[src/rtl/panel_cmd_seq.sv]
// panel_cmd_seq: front-panel command sequencer (define PANEL_EXAMINE_EN to add the examine command)
module panel_cmd_seq #(
  parameter int ACK_TIMEOUT = 15,
  parameter int WIDTH = 12
) (
  input  logic             clock,
  input  logic             reset,
  input  logic             run,
  input  logic             loadpc,
  input  logic             loadac,
  input  logic             deposit,
  input  logic             step,
  input  logic [WIDTH-1:0] swreg,
  input  logic [1:0]       dispsel,
  input  logic [WIDTH-1:0] cpu_pc,
  input  logic [WIDTH-1:0] cpu_ac,
  input  logic [WIDTH-1:0] cpu_ir,
  input  logic             cpu_link,
  input  logic             cpu_done,
  input  logic             cpu_halted,
  output logic             pc_load,
  output logic             ac_load,
  output logic             pc_inc,
  output logic [WIDTH-1:0] ld_data,
  output logic             cpu_go,
  output logic             mem_req,
  output logic             mem_we,
  output logic [WIDTH-1:0] mem_addr,
  output logic [WIDTH-1:0] mem_wdata,
  input  logic             mem_ack,
`ifdef PANEL_EXAMINE_EN
  input  logic             examine,
  input  logic [WIDTH-1:0] mem_rdata,
`endif
  output logic [WIDTH-1:0] dispout,
  output logic             linkout,
  output logic             halt,
  output logic             busy,
  output logic             err
);
  localparam int CW = $clog2(ACK_TIMEOUT + 1);
  localparam logic [CW-1:0] LAST = CW'(ACK_TIMEOUT - 1);
  typedef enum logic [2:0] {
    IDLE, DEP_WR, DEP_INC, STEP_WAIT, RUN, RUN_STOP
`ifdef PANEL_EXAMINE_EN
    , EXAM_RD
`endif
  } state_t;
  state_t state, state_n;
  logic [CW-1:0] cnt, cnt_n;
  logic [WIDTH-1:0] mb, mb_n, rd_sel;
  logic err_n, halt_n, pc_load_n, ac_load_n, step_go, step_go_n, cap_ld, cap_mem, mem_st;
`ifdef PANEL_EXAMINE_EN
  assign mem_st = state == DEP_WR || state == EXAM_RD;
  assign rd_sel = state == EXAM_RD ? mem_rdata : ld_data;
`else
  assign mem_st = state == DEP_WR;
  assign rd_sel = ld_data;
`endif
  assign mem_req = mem_st;
  assign mem_we = state == DEP_WR;
  assign mem_wdata = ld_data;
  assign pc_inc = state == DEP_INC;
  assign cpu_go = state == RUN || step_go;
  assign busy = state != IDLE;
  always_ff @(posedge clock) begin
    if (reset) begin
      state <= IDLE;
      cnt <= '0;
      mb <= '0;
      err <= 1'b0;
      halt <= 1'b0;
      pc_load <= 1'b0;
      ac_load <= 1'b0;
      step_go <= 1'b0;
      ld_data <= '0;
      mem_addr <= '0;
      dispout <= '0;
      linkout <= 1'b0;
    end else begin
      state <= state_n;
      cnt <= cnt_n;
      mb <= mb_n;
      err <= err_n;
      halt <= halt_n;
      pc_load <= pc_load_n;
      ac_load <= ac_load_n;
      step_go <= step_go_n;
      if (cap_ld) ld_data <= swreg;
      if (cap_mem) mem_addr <= cpu_pc;
      dispout <= dispsel == 2'd0 ? cpu_pc : dispsel == 2'd1 ? cpu_ac : dispsel == 2'd2 ? mb : cpu_ir;
      linkout <= cpu_link;
    end
  end
  always_comb begin
    state_n = state;
    cnt_n = cnt;
    mb_n = mb;
    err_n = err;
    halt_n = 1'b0;
    pc_load_n = 1'b0;
    ac_load_n = 1'b0;
    step_go_n = 1'b0;
    cap_ld = 1'b0;
    cap_mem = 1'b0;
    if (mem_st) begin
      if (mem_ack) begin
        mb_n = rd_sel;
        state_n = DEP_INC;
      end else if (cnt == LAST) begin
        err_n = 1'b1;
        halt_n = 1'b1;
        state_n = IDLE;
      end else cnt_n = cnt + CW'(1);
    end else begin
      case (state)
        IDLE:
          if (run) state_n = RUN;
          else if (loadpc) begin
            pc_load_n = 1'b1;
            cap_ld = 1'b1;
            err_n = 1'b0;
          end else if (loadac) begin
            ac_load_n = 1'b1;
            cap_ld = 1'b1;
          end else if (deposit) begin
            state_n = DEP_WR;
            cap_ld = 1'b1;
            cap_mem = 1'b1;
            cnt_n = '0;
          end else if (step) begin
            state_n = STEP_WAIT;
            step_go_n = 1'b1;
          end
`ifdef PANEL_EXAMINE_EN
          else if (examine) begin
            state_n = EXAM_RD;
            cap_mem = 1'b1;
            cnt_n = '0;
          end
`endif
        DEP_INC: state_n = IDLE;
        STEP_WAIT, RUN_STOP:
          if (cpu_halted) begin
            halt_n = 1'b1;
            state_n = IDLE;
          end else if (cpu_done) state_n = IDLE;
        RUN:
          if (cpu_halted) begin
            halt_n = 1'b1;
            state_n = IDLE;
          end else if (!run) state_n = RUN_STOP;
        default: state_n = IDLE;
      endcase
    end
  end
endmodule

[config.mk]
export PLATFORM = sky130hd
export DESIGN_NAME = panel_cmd_seq
export DESIGN_NICKNAME = d
export VERILOG_FILES = /design/src/rtl/panel_cmd_seq.sv
export SDC_FILE = /design/constraint.sdc
export NUM_CORES = 1
export LEC_CHECK = 0
export ABC_AREA = 1
export CORE_MARGIN = 2
export CORE_UTILIZATION = 42
export CTS_CLUSTER_DIAMETER = 80
export DETAILED_ROUTE_END_ITERATION = 12
export GPL_TIMING_DRIVEN = 0
export PLACE_DENSITY = 0.86
export SYNTH_ARGS = -nofsm -noshare
export SYNTH_HDL_FRONTEND = slang
export SYNTH_SLANG_ARGS = --single-unit
[constraint.sdc]
create_clock -name clock -period 1.7 [get_ports clock]
set_input_delay 0.17 -clock clock [delete_from_list [all_inputs] [get_ports clock]]
set_output_delay 0.17 -clock clock [all_outputs]
set_load 0.05 [all_outputs]
# Word-level counts from Yosys, hierarchy flattened
# Cells that the tools add are included.
[classes]
addsub = 1
n_eq_ne = 20
muxes = 49
n_bitwise = 1
reduce_logical = 16
[op_table]
columns = ["operator", "count"]
rows = [
  ["12-bit 2-to-1 mux", 3],
  ["3-bit 2-to-1 mux", 12],
  ["4-bit 2-to-1 mux", 8],
  ["1-bit 2-to-1 mux", 25],
  ["4-bit inequality test, second input constant", 4],
  ["3-bit case mux with 3 select lines", 1],
  ["2-bit by 1-bit inequality test with 1-bit output, second input constant", 4],
  ["7-bit AND reduction", 1],
  ["7-bit OR reduction", 1],
  ["3-bit by 2-bit == test with 1-bit output, second input constant", 2],
  ["3-bit == test, second input constant", 2],
  ["6-bit AND reduction", 1],
  ["2-bit nonzero test", 3],
  ["5-bit inequality test, second input constant", 1],
  ["5-bit AND reduction", 1],
  ["5-bit OR reduction", 1],
  ["4-bit by 1-bit adder with 4-bit output, second input constant", 1],
  ["4-bit == test, second input constant", 1],
  ["2-bit inequality test, second input constant", 2],
  ["4-bit OR reduction", 1],
  ["3-bit by 1-bit == test with 1-bit output, second input constant", 1],
  ["3-bit zero test", 1],
  ["3-bit by 1-bit inequality test with 1-bit output, second input constant", 1],
  ["3-bit nonzero test", 1],
  ["other kinds (8)", 8],
]
[totals]
register_bits = 61
input_bits = 61
out_inout_bits = 58
word_cells = 99

# Longest topological paths before layout
# Gate-level depths: netlist of run 1.
[logic_depth]
ltp_word = 7
mapped_depth = 10
ltp_nobuf = 9

# Least setup slack after synthesis of run 1
# OpenSTA, ideal clock, no wires.
[synth_timing]
path_kind = "register to register"
startpoint = "register state[0]"
endpoint = "register mb[7]"
setup_ps = 120
arrival_ps = 1405
required_time_ps = 1580
setup_slack_ps = 175
path_stages_with_launch = 8
n_path_buf = 2
synth_period_minus_slack_ps = 1525
path_cell_list = "dfxtp_1 buf_6 nand2_1 nor2_4 nand2_2 buf_4 o21ai_0 a21oi_1"
[synth_via]
elab_chain_len = 2
[synth_rtl]
columns = ["item", "line_no", "text"]
rows = [
  ["start: declaration", "49", "state_t state, state_n;"],
  ["start signal: assignment", "81", "state <= state_n;"],
  ["3-bit by 1-bit == test with 1-bit output", "57", "assign mem_st = state == DEP_WR;"],
  ["via mem_req", "26", "output logic mem_req,"],
  ["2-bit AND reduction (no source line)", "n/a", ""],
  ["end signal: assignment", "83", "mb <= mb_n;"],
  ["end: declaration", "51", "logic [WIDTH-1:0] mb, mb_n, rd_sel;"],
]
# The timed path passes the listed nets, and every way through them passes these cells.
# A chain may end at the register's enable or synchronous reset.

# Worst setup path after layout of run 1
[layout_timing]
startpoint = "register ld_data[10]"
endpoint = "output port ld_data[10]"
[layout_lines]
columns = ["item", "line_no", "text"]
rows = [
  ["start: declaration", "24", "output logic [WIDTH-1:0] ld_data,"],
  ["start signal: assignment", "89", "if (cap_ld) ld_data <= swreg;"],
]
# No word-level cell between the ends.

==> results of run 1 <==
[synth_stat cells]
library cell	count
nand2_1	53
buf_6	5
nand2_4	2
ha_1	2
o21ai_0	58
nor2_4	3
xor2_1	2
nor4_1	1
inv_2	6
nand3_1	26
nor2_2	2
a21oi_1	40
nand4_1	3
nor3_1	1
buf_4	14
a31oi_1	8
buf_2	3
nor2_1	47
o211ai_1	1
dfxtp_1	61
or2_1	2
inv_1	27
nand3_2	1
clkbuf_1	11
nand2_2	2
or2_2	1
[path summary, 6_finish.rpt]
path,start,endpoint,slack (ns),cells after the start
max,ld_data[10]$_SDFFE_PP0P_,ld_data[10],0.03,1
min,reset,err$_SDFFE_PP0P_,0.18,2
max reg2reg,state[0]$_SDFFE_PP0P_,mem_addr[7]$_SDFFE_PP0P_,0.23,10
min reg2reg,err$_SDFFE_PP0P_,err$_SDFFE_PP0P_,0.46,2
[per-stage QoR]
stage | hold slack (ns) | setup slack (ns) | cell area (um2) | power (W)
2_1_floorplan | 0.2470 | 0.1753 | 2799 | 0.003571
3_3_place_gp | 0.4413 | -0.1234 | 4066 | 0.004358
3_5_place_dp | 0.4482 | -0.1339 | 4066 | 0.004399
4_1_cts | 0.1896 | 0.002267 | 4247 | 0.005699
5_1_grt | 0.2256 | 0.001512 | 4255 | 0.005966
6_report | 0.1846 | 0.02672 | 4255 | 0.005679
[layout make-up]
class	instances	area, um2
fillers	555	2131
multi-input cells	255	1236
flip-flops and latches	61	1224
repair buffers	117	1145
plain buffers	33	217.7
clock buffers	10	137.6
inverters	33	123.9
well taps	77	96.34
clock inverters	5	75.07
[repair_timing]
action / 4_1_cts / 5_1_grt
endpoints found under the setup margin: 26 / 8
gates resized for setup: 35 / 9
gates cloned: 0 / 0
[worst reg2reg max path: stages (launching register included)]
cell and delay [ns]:
dfxtp_1 0.31, buf_6 0.13, nor2_4 0.15, nand2_4 0.07, nor2_2 0.15, inv_2 0.09, nor2_4 0.14, inv_2 0.06
buf_6 0.14, nor2_1 0.08, nor2_1 0.05
[kinds of logic after synthesis]
logic type	Yosys count	share of synthesized area [%]
simple gates	144	23.07
compound gates	107	19.58
buf+inv	66	12.20
flops	61	43.63
xor+xnor	2	0.6260
fa+ha+maj	2	0.8939
[per-layer routing]
layer / global-route usage (%) / wire length, um
met4: 10.39 / 229
met3: 6.930 / 695
met5: 0 / 0
met2: 39.13 / 3945
met1: 29.35 / 3541
[registers in the layout, indices dropped and copies added, names as in the netlist]
| name | count |
|---|---|
| state | 3 |
| cnt | 4 |
| mem_addr | 12 |
| step_go | 1 |
| mb | 12 |
| halt | 1 |
| err | 1 |
| ac_load | 1 |
| ld_data | 12 |
| linkout | 1 |
| dispout | 12 |
| pc_load | 1 |
[power groups by stage]
| stage | Clock, W | Sequential [W] | Combinational (W) |
|---|---|---|---|
| 2_1_floorplan | 0 | 0.00222 | 0.00135 |
| 3_3_place_gp | 0 | 0.00183 | 0.00253 |
| 3_5_place_dp | 0 | 0.00183 | 0.00257 |
| 4_1_cts | 0.00142 | 0.00180 | 0.00248 |
| 5_1_grt | 0.00149 | 0.00183 | 0.00265 |
| 6_report | 0.00141 | 0.00181 | 0.00246 |
==> metrics, run 1 <==
status=completed; via count=3018; final count of hold timing violations=0; die height=85.64 um; share of post-route cells with drive strength above 1=11.67%; Synth Instances=382; Port Buffers=117; fin nets=573; CP Capture Type=primary output; num rows=29; CP delay by family, top=buffers and inverters; TritonRoute pass-1 iters=4; startpoint types=flop; CP Class=reg2out; Synth area leaders=dfxtp_1, o21ai_0, a21oi_1; final wirelength=8.411 mm; Max Slew Vio Count=0; final core utilization=66.63%; antenna violations before repair=0; Reg clk slew, reported paths=0.07 ns; Mean Syn Cell Area=between 7 and 8 um2; Max VDD drop=1.258 mV; Pint=0.003327 W; Yosys top cell area share=43.63%; Slew HR=63.98%; die area=7333 um2; Setup-failing EPs final=0; worst-case clock skew=0.01108 ns; Setup Fix Bufs, Post-CTS=0; I/O Pins=119; PD cells=1335 nW/um2; Sw Share=41.41%; CP max-delay cell=clkdlybuf4s50_1; total negative slack=0 ns; Ys Warns=0; antenna viol nets, final=0; flops & latches, synth=61; Max Freq=0.5976 GHz; cts bufs inserted=9; Flop pwr share=31.8%; Area Overhead vs Synth=52.03%; Post-Syn Area=2799 um2; Finished Layout Cells=591; max incr delay on CP=0.81 ns; Tmin final=1.673 ns; Buf/Inv on CP=1; Seq/Total Area, Yosys=43.63%; pin count of the biggest net entering global routing=11; NetSw=between 0.002 and 0.0025 W; DRT iter0 DRCs=144; combinational share of power=43.3%; DR WL/cell=14.23 um; Core ar.=6386 um2; Tightest Pin Transition=0.5424 ns; clock latency on the worst-skew pair=0.35 ns; largest area contributor in the netlist=dfxtp_1; clk sinks=61; CTS tree=done; dpl hpwl=6.475 mm; via count normalized by instance count=about 5.1; CTS Hold Buffers Added=0; synth unique cells=26; Mapped Nets=~450; max-cap violations=0; Req. time, crit path=between 1.5 and 2 ns; crit share post-route=approximately 98%; Die W=around 86 um; clock root buffer master=clkbuf_8; total gr overflow=0; Clk pwr share=24.9%; Pleak=1.935 nW; GPL Wtd Cong=0.9196; ant diodes=0; CTS Buffer Depth=2; critical path data arrival time=1.50 ns; first-pass GRT wire length=~14 mm; Initial Util=between 40% and 50%; placed cells=~580; gr usage total=a little under a quarter; unrepaired setup endpoints after global routing=no; crit path cell chain=clkdlybuf4s50_1; commonest non-fill, non-tap cells in the layout=clkdlybuf4s50_1, dfxtp_1, o21ai_0; Residual DRC=0; commonest non-fill, non-tap cell in the layout=clkdlybuf4s50_1; worst hold path class=in2reg; H-tree level count=3; Max FO, Critical Path=3; vias in the first global route=2935
(Power assumes the default switching activity.)
==> run 2: changes to the inputs <==
Settings changed: CORE_UTILIZATION 42 to 30, PLACE_DENSITY 0.86 to 0.67.
==> run 2 against run 1 <==
  * Utilization is 20 points lower
  * Total power up 0.68%
  * Highest routed layer unchanged
  * Critical endpoint is now mem_addr[5]
  * Fmax increased by 0.99%
  * Routed wire length increased by 1.9%
==> metrics, run 2 (synthesis gave the netlist of run 1 again) <==
Max VDD drop=0.6739 mV (-46%); Pint=0.003297 W (-0.91%); Core ar.=9153 um2 (+43%); share of post-route cells with drive strength above 1=11.84% (+0.17 points); total negative slack=0 ns (unchanged); PostCTS Resize Cnt=40 (+14%); Max Slew Vio Count=0 (unchanged); status=completed; clock root buffer master=clkbuf_8; CP Class=reg2out; vias in the first global route=2818 (-4.0%); dpl hpwl=6.637 mm (+2.5%); ant diodes=0 (unchanged); via count normalized by instance count=4.701 (-7.9%); Setup Fix Bufs, Post-CTS=0 (unchanged); clk sinks=61 (unchanged); first-pass GRT wire length=13.50 mm (-2.4%); Clk pwr share=25.6% (+0.7 points); final count of hold timing violations=0 (unchanged); total gr overflow=0 (unchanged); Initial Util=30.58% (-13 points); Reg clk slew, reported paths=0.07 ns (about the same); critical path data arrival time=1.49 ns (about the same); NetSw=0.002420 W (+2.9%); antenna viol nets, final=0 (unchanged); commonest non-fill, non-tap cell in the layout=clkdlybuf4s50_1; die area=10120 um2 (+38%); CP delay by family, top=buffers and inverters; fill count=915 (+65%); Buf/Inv on CP=1 (unchanged); clock latency on the worst-skew pair=0.34 ns (about the same); GPL Wtd Cong=0.8119 (-12%); die height=100.6 um (+17%); combinational share of power=42.7% (-0.6 points); Req. time, crit path=1.53 ns (about the same); startpoint types=flop; TritonRoute pass-1 iters=4 (unchanged); CP max-delay cell=clkdlybuf4s50_1; worst-case clock skew=0.007415 ns (-0.003665 ns); final instance area=4302 um2 (+1.1%); Pleak=1.935 nW (about the same); crit path cell chain=clkdlybuf4s50_1; Tightest Pin Transition=0.5363 ns (-0.006138 ns); Tmin final=1.657 ns (-0.01643 ns); max-cap violations=0 (unchanged); H-tree level count=3 (unchanged); Max FO, Critical Path=2 (-1); DRT iter0 DRCs=100 (-31%); worst hold path class=in2reg; I/O Pins=119 (unchanged); unrepaired setup endpoints after global routing=no; Sw Share=42.33% (+0.92 points); Area Overhead vs Synth=53.69%; crit share post-route=97.46% (-0.97 points); total placed instance area=4109 um2 (+1.0%); CTS tree=done; Port Buffers=117 (unchanged); fin nets=573 (unchanged); PD cells=1329 nW/um2 (-0.41%); antenna violations before repair=0 (unchanged); via count=2943 (-2.5%); gr usage total=16.96% (-7.0 points); commonest non-fill, non-tap cells in the layout=clkdlybuf4s50_1, dfxtp_1, o21ai_0; final wirelength=8.574 mm (+1.9%); DR WL/cell=13.70 um (-3.8%); Flop pwr share=31.6% (-0.2 points); Max Freq=0.6036 GHz (+0.99%); max incr delay on CP=0.81 ns (about the same); num rows=35 (+21%); Residual DRC=0 (unchanged); Slew HR=64.19% (+0.21 points); CP Capture Type=primary output; cts bufs inserted=9 (unchanged); CTS Hold Buffers Added=0 (unchanged); Setup-failing EPs final=0 (unchanged); final hold slack=0.1610 ns (-0.02361 ns); pin count of the biggest net entering global routing=13 (+2); Die W=100.6 um (+17%); CTS Buffer Depth=2 (unchanged)
run 2: cell types whose count changed in the layout (fill, tap and decap cells not counted):
cell             change
dfxtp_1              +1
clkdlybuf4s50_1      -1
inv_6                +1
clkinvlp_4           +1
clkinv_2             -2
dfxtp_2              -1
clkinv_4             +2
clkbuf_2             +1
clkbuf_8             -1
run 2: worst paths after layout:
path	from	endpoint	slack, ns	depth (start not counted)
max	mem_addr[5]$_SDFFE_PP0P_	mem_addr[5]	0.04	1
min	reset	ld_data[0]$_SDFFE_PP0P_	0.16	2
max reg2reg	state[2]$_SDFFE_PP0P_	mem_addr[8]$_SDFFE_PP0P_	0.20	8
min reg2reg	mb[7]$_SDFFE_PP0N_	mb[7]$_SDFFE_PP0N_	0.46	2
run 2: metrics by stage:
stage	cells	utilization, %	worst slack [ns]	total power (W)
after floorplan	382	-	0.1753	0.003571
after global placement	610	44.89	-0.1219	0.004372
after detailed placement	610	44.89	-0.1343	0.004399
after CTS	626	46.99	0.0008253	0.005764
after global routing	626	47.00	0.00002165	0.006027
final	626	47.00	0.04315	0.005717
run 2: per-layer routing:
metal / share of wire (%) / up-vias / GRT usage, %
met2: 44 / 110 / 26.36
li1: - / 1507 / -
met4: 2.1 / 0 / 7.060
met1: 48 / 1312 / 22.87
met5: 0 / - / 0
met3: 6.4 / 14 / 3.467
run 2: cell type report:
| cell class | instances | area [um2] | area share [%] |
|---|---|---|---|
| flip-flops and latches | 61 | 1222 | 28.42 |
| inverters | 33 | 123.9 | 2.880 |
| clock buffers | 9 | 123.9 | 2.880 |
| plain buffers | 33 | 217.7 | 5.061 |
| well taps | 111 | 138.9 | 3.229 |
| repair buffers | 117 | 1140 | 26.50 |
| clock inverters | 7 | 98.84 | 2.298 |
| multi-input cells | 255 | 1236 | 28.74 |
run 2: power groups by stage:
stage	clock, W	combinational (W)	sequential [W]
6_report	0.00147	0.00244	0.00181
5_1_grt	0.00156	0.00263	0.00184
4_1_cts	0.00149	0.00246	0.00181
3_5_place_dp	0	0.00256	0.00184
3_3_place_gp	0	0.00254	0.00183
2_1_floorplan	0	0.00135	0.00222
==> run 3: changes to the inputs <==
Clock period 1.7 ns to 2.15 ns, I/O delays scaled along.
==> run 3 against run 2 <==
  * Combinational power is 18% lower
  * Register-to-register slack better by 0.44 ns
  * Utilization is 0.31 points higher
==> metrics, run 3 (synthesis gave the netlist of run 1 again) <==
first-pass GRT wire length=13.49 mm (-0.10%); clock root buffer master=clkbuf_8; Pleak=1.779 nW (-8.1%); CP max-delay cell=clkdlybuf4s50_1; num rows=35 (unchanged); antenna violations before repair=0 (unchanged); worst-case clock skew=0.006729 ns (-0.0006856 ns); CP Class=reg2out; M3 GR Usage=3.537% (+0.069 points); pin count of the biggest net entering global routing=13 (unchanged); cts bufs inserted=9 (unchanged); commonest non-fill, non-tap cells in the layout=clkdlybuf4s50_1, dfxtp_1, o21ai_0; PD cells=1061 nW/um2 (-20%); crit path cell chain=inv_2 -> nand2_4 -> clkdlybuf4s50_1; Max Slew Vio Count=0 (unchanged); clk sinks=61 (unchanged); Port Buffers=117 (unchanged); via count normalized by instance count=4.717 (+0.34%); startpoint types=flop; share of post-route cells with drive strength above 1=10.68% (-1.2 points); total negative slack=0 ns (unchanged); Reg clk slew, reported paths=0.07 ns (about the same); fin nets=573 (unchanged); CP Capture Type=primary output; die area=10120 um2 (unchanged); unrepaired setup endpoints after global routing=no; clock latency on the worst-skew pair=0.34 ns (about the same); Slew HR=64.58% (+0.39 points); critical path data arrival time=1.81 ns (+0.32 ns); final wirelength=8.581 mm (about the same); DR WL/cell=13.71 um (about the same); worst hold path class=in2reg; Max VDD drop=0.5618 mV (-17%); Finished Layout Cells=626 (unchanged); die height=100.6 um (unchanged); Req. time, crit path=1.93 ns (+0.40 ns); Initial Util=30.58% (unchanged); Tightest Pin Transition=0.5296 ns (-0.006682 ns); ant diodes=0 (unchanged); global routing usage on met2=26.31% (-0.051 points); gr usage total=16.95% (about the same); status=completed; dpl hpwl=6.637 mm (unchanged); Setup-failing EPs final=0 (unchanged); Tmin final=2.025 ns; CTS tree=done; max-cap violations=0 (unchanged); CTS Buffer Depth=2 (unchanged); vias in the first global route=2817 (-0.035%); GRT met1 Usage=22.82% (-0.043 points); fill count=915 (unchanged); Area Overhead vs Synth=54.72%; GPL Wtd Cong=0.8119 (unchanged); global routing's busiest layer=met2; Max Freq=roughly 0.49 GHz; via count=2953 (+0.34%); Max FO, Critical Path=5 (+3); TritonRoute pass-1 iters=4 (unchanged); overall power=0.004596 W (-20%); commonest non-fill, non-tap cell in the layout=clkdlybuf4s50_1; Die W=100.6 um (unchanged); antenna viol nets, final=0 (unchanged); max incr delay on CP=0.80 ns (about the same); DRT iter0 DRCs=113 (+13%); total gr overflow=0 (unchanged); Core ar.=9153 um2 (unchanged); placed cells=610 (unchanged); crit share post-route=94.20%; H-tree level count=3 (unchanged); I/O Pins=119 (unchanged); Residual DRC=0 (unchanged); final count of hold timing violations=0 (unchanged)
==> run 3: changes by cell type in the layout (fill, tap and decap cells not counted), moves of 2 or more <==
cell,change
clkdlybuf4s50_1,+28
dlygate4sd2_1,-19
buf_2,-2
dlymetal6s2s_1,-4
==> run 3: final timing paths <==
check | cells after the start | from | slack [ns] | end
worst max-delay path | 3 | state[2]$_SDFFE_PP0P_ | 0.12 | busy
worst min-delay path | 2 | reset | 0.21 | ld_data[0]$_SDFFE_PP0P_
worst max register to register | 8 | state[2]$_SDFFE_PP0P_ | 0.64 | mem_addr[3]$_SDFFE_PP0P_
worst min register to register | 2 | mb[7]$_SDFFE_PP0N_ | 0.46 | mb[7]$_SDFFE_PP0N_
==> run 3: worst max-delay path: cells and delay by family (launching register included) <==
kind                   cells  cell delay [ns]
DFF                        1             0.45
buffers and inverters      2             0.92
and+or+nand+nor            1             0.10
==> run 3: metrics by stage <==
stage          setup slack, ns  instance area, um2  utilization, %  hold slack (ns)
5_1_grt                0.07756                4330           47.31           0.2278
6_report                0.1247                4330           47.31           0.2062
3_3_place_gp            0.2831                4109           44.89           0.4418
2_1_floorplan           0.6253                2799               -           0.2920
3_5_place_dp            0.2707                4109           44.89           0.4465
4_1_cts                0.09326                4328           47.29           0.2001
==> run 3: where the power goes <==
| group | switching (W) | internal (W) |
|---|---|---|
| registers | 0.000125 | 0.00130 |
| logic | 0.00129 | 0.000720 |
| clock network | 0.000497 | 0.000658 |
| total | 0.00191 | 0.00268 |
==> run 3: layout make-up <==
cell class                      instances  area [um2]  share of cell area (%)
Buffer                                 33       217.7                   5.027
Clock buffer                            9       123.9                   2.860
Clock inverter                          7       98.84                   2.283
Inverter                               33       123.9                   2.860
Multi-Input combinational cell        255        1236                   28.55
Sequential cell                        61        1221                   28.20
Tap cell                              111       138.9                   3.207
Timing Repair Buffer                  117        1170                   27.02
==> run 3: routing by layer <==
layer	share of wire, %	routed length (um)
met1	48	4105
met2	43	3726
met3	6.7	571
met4	2.1	177
met5	0	0
==> run 3: timing repair <==
item / in CTS / in global routing
buffers inserted: 0 / 0
endpoints found under the setup margin: 3 / 1
hold buffers: 0 / 0
gates resized for setup: 3 / 1
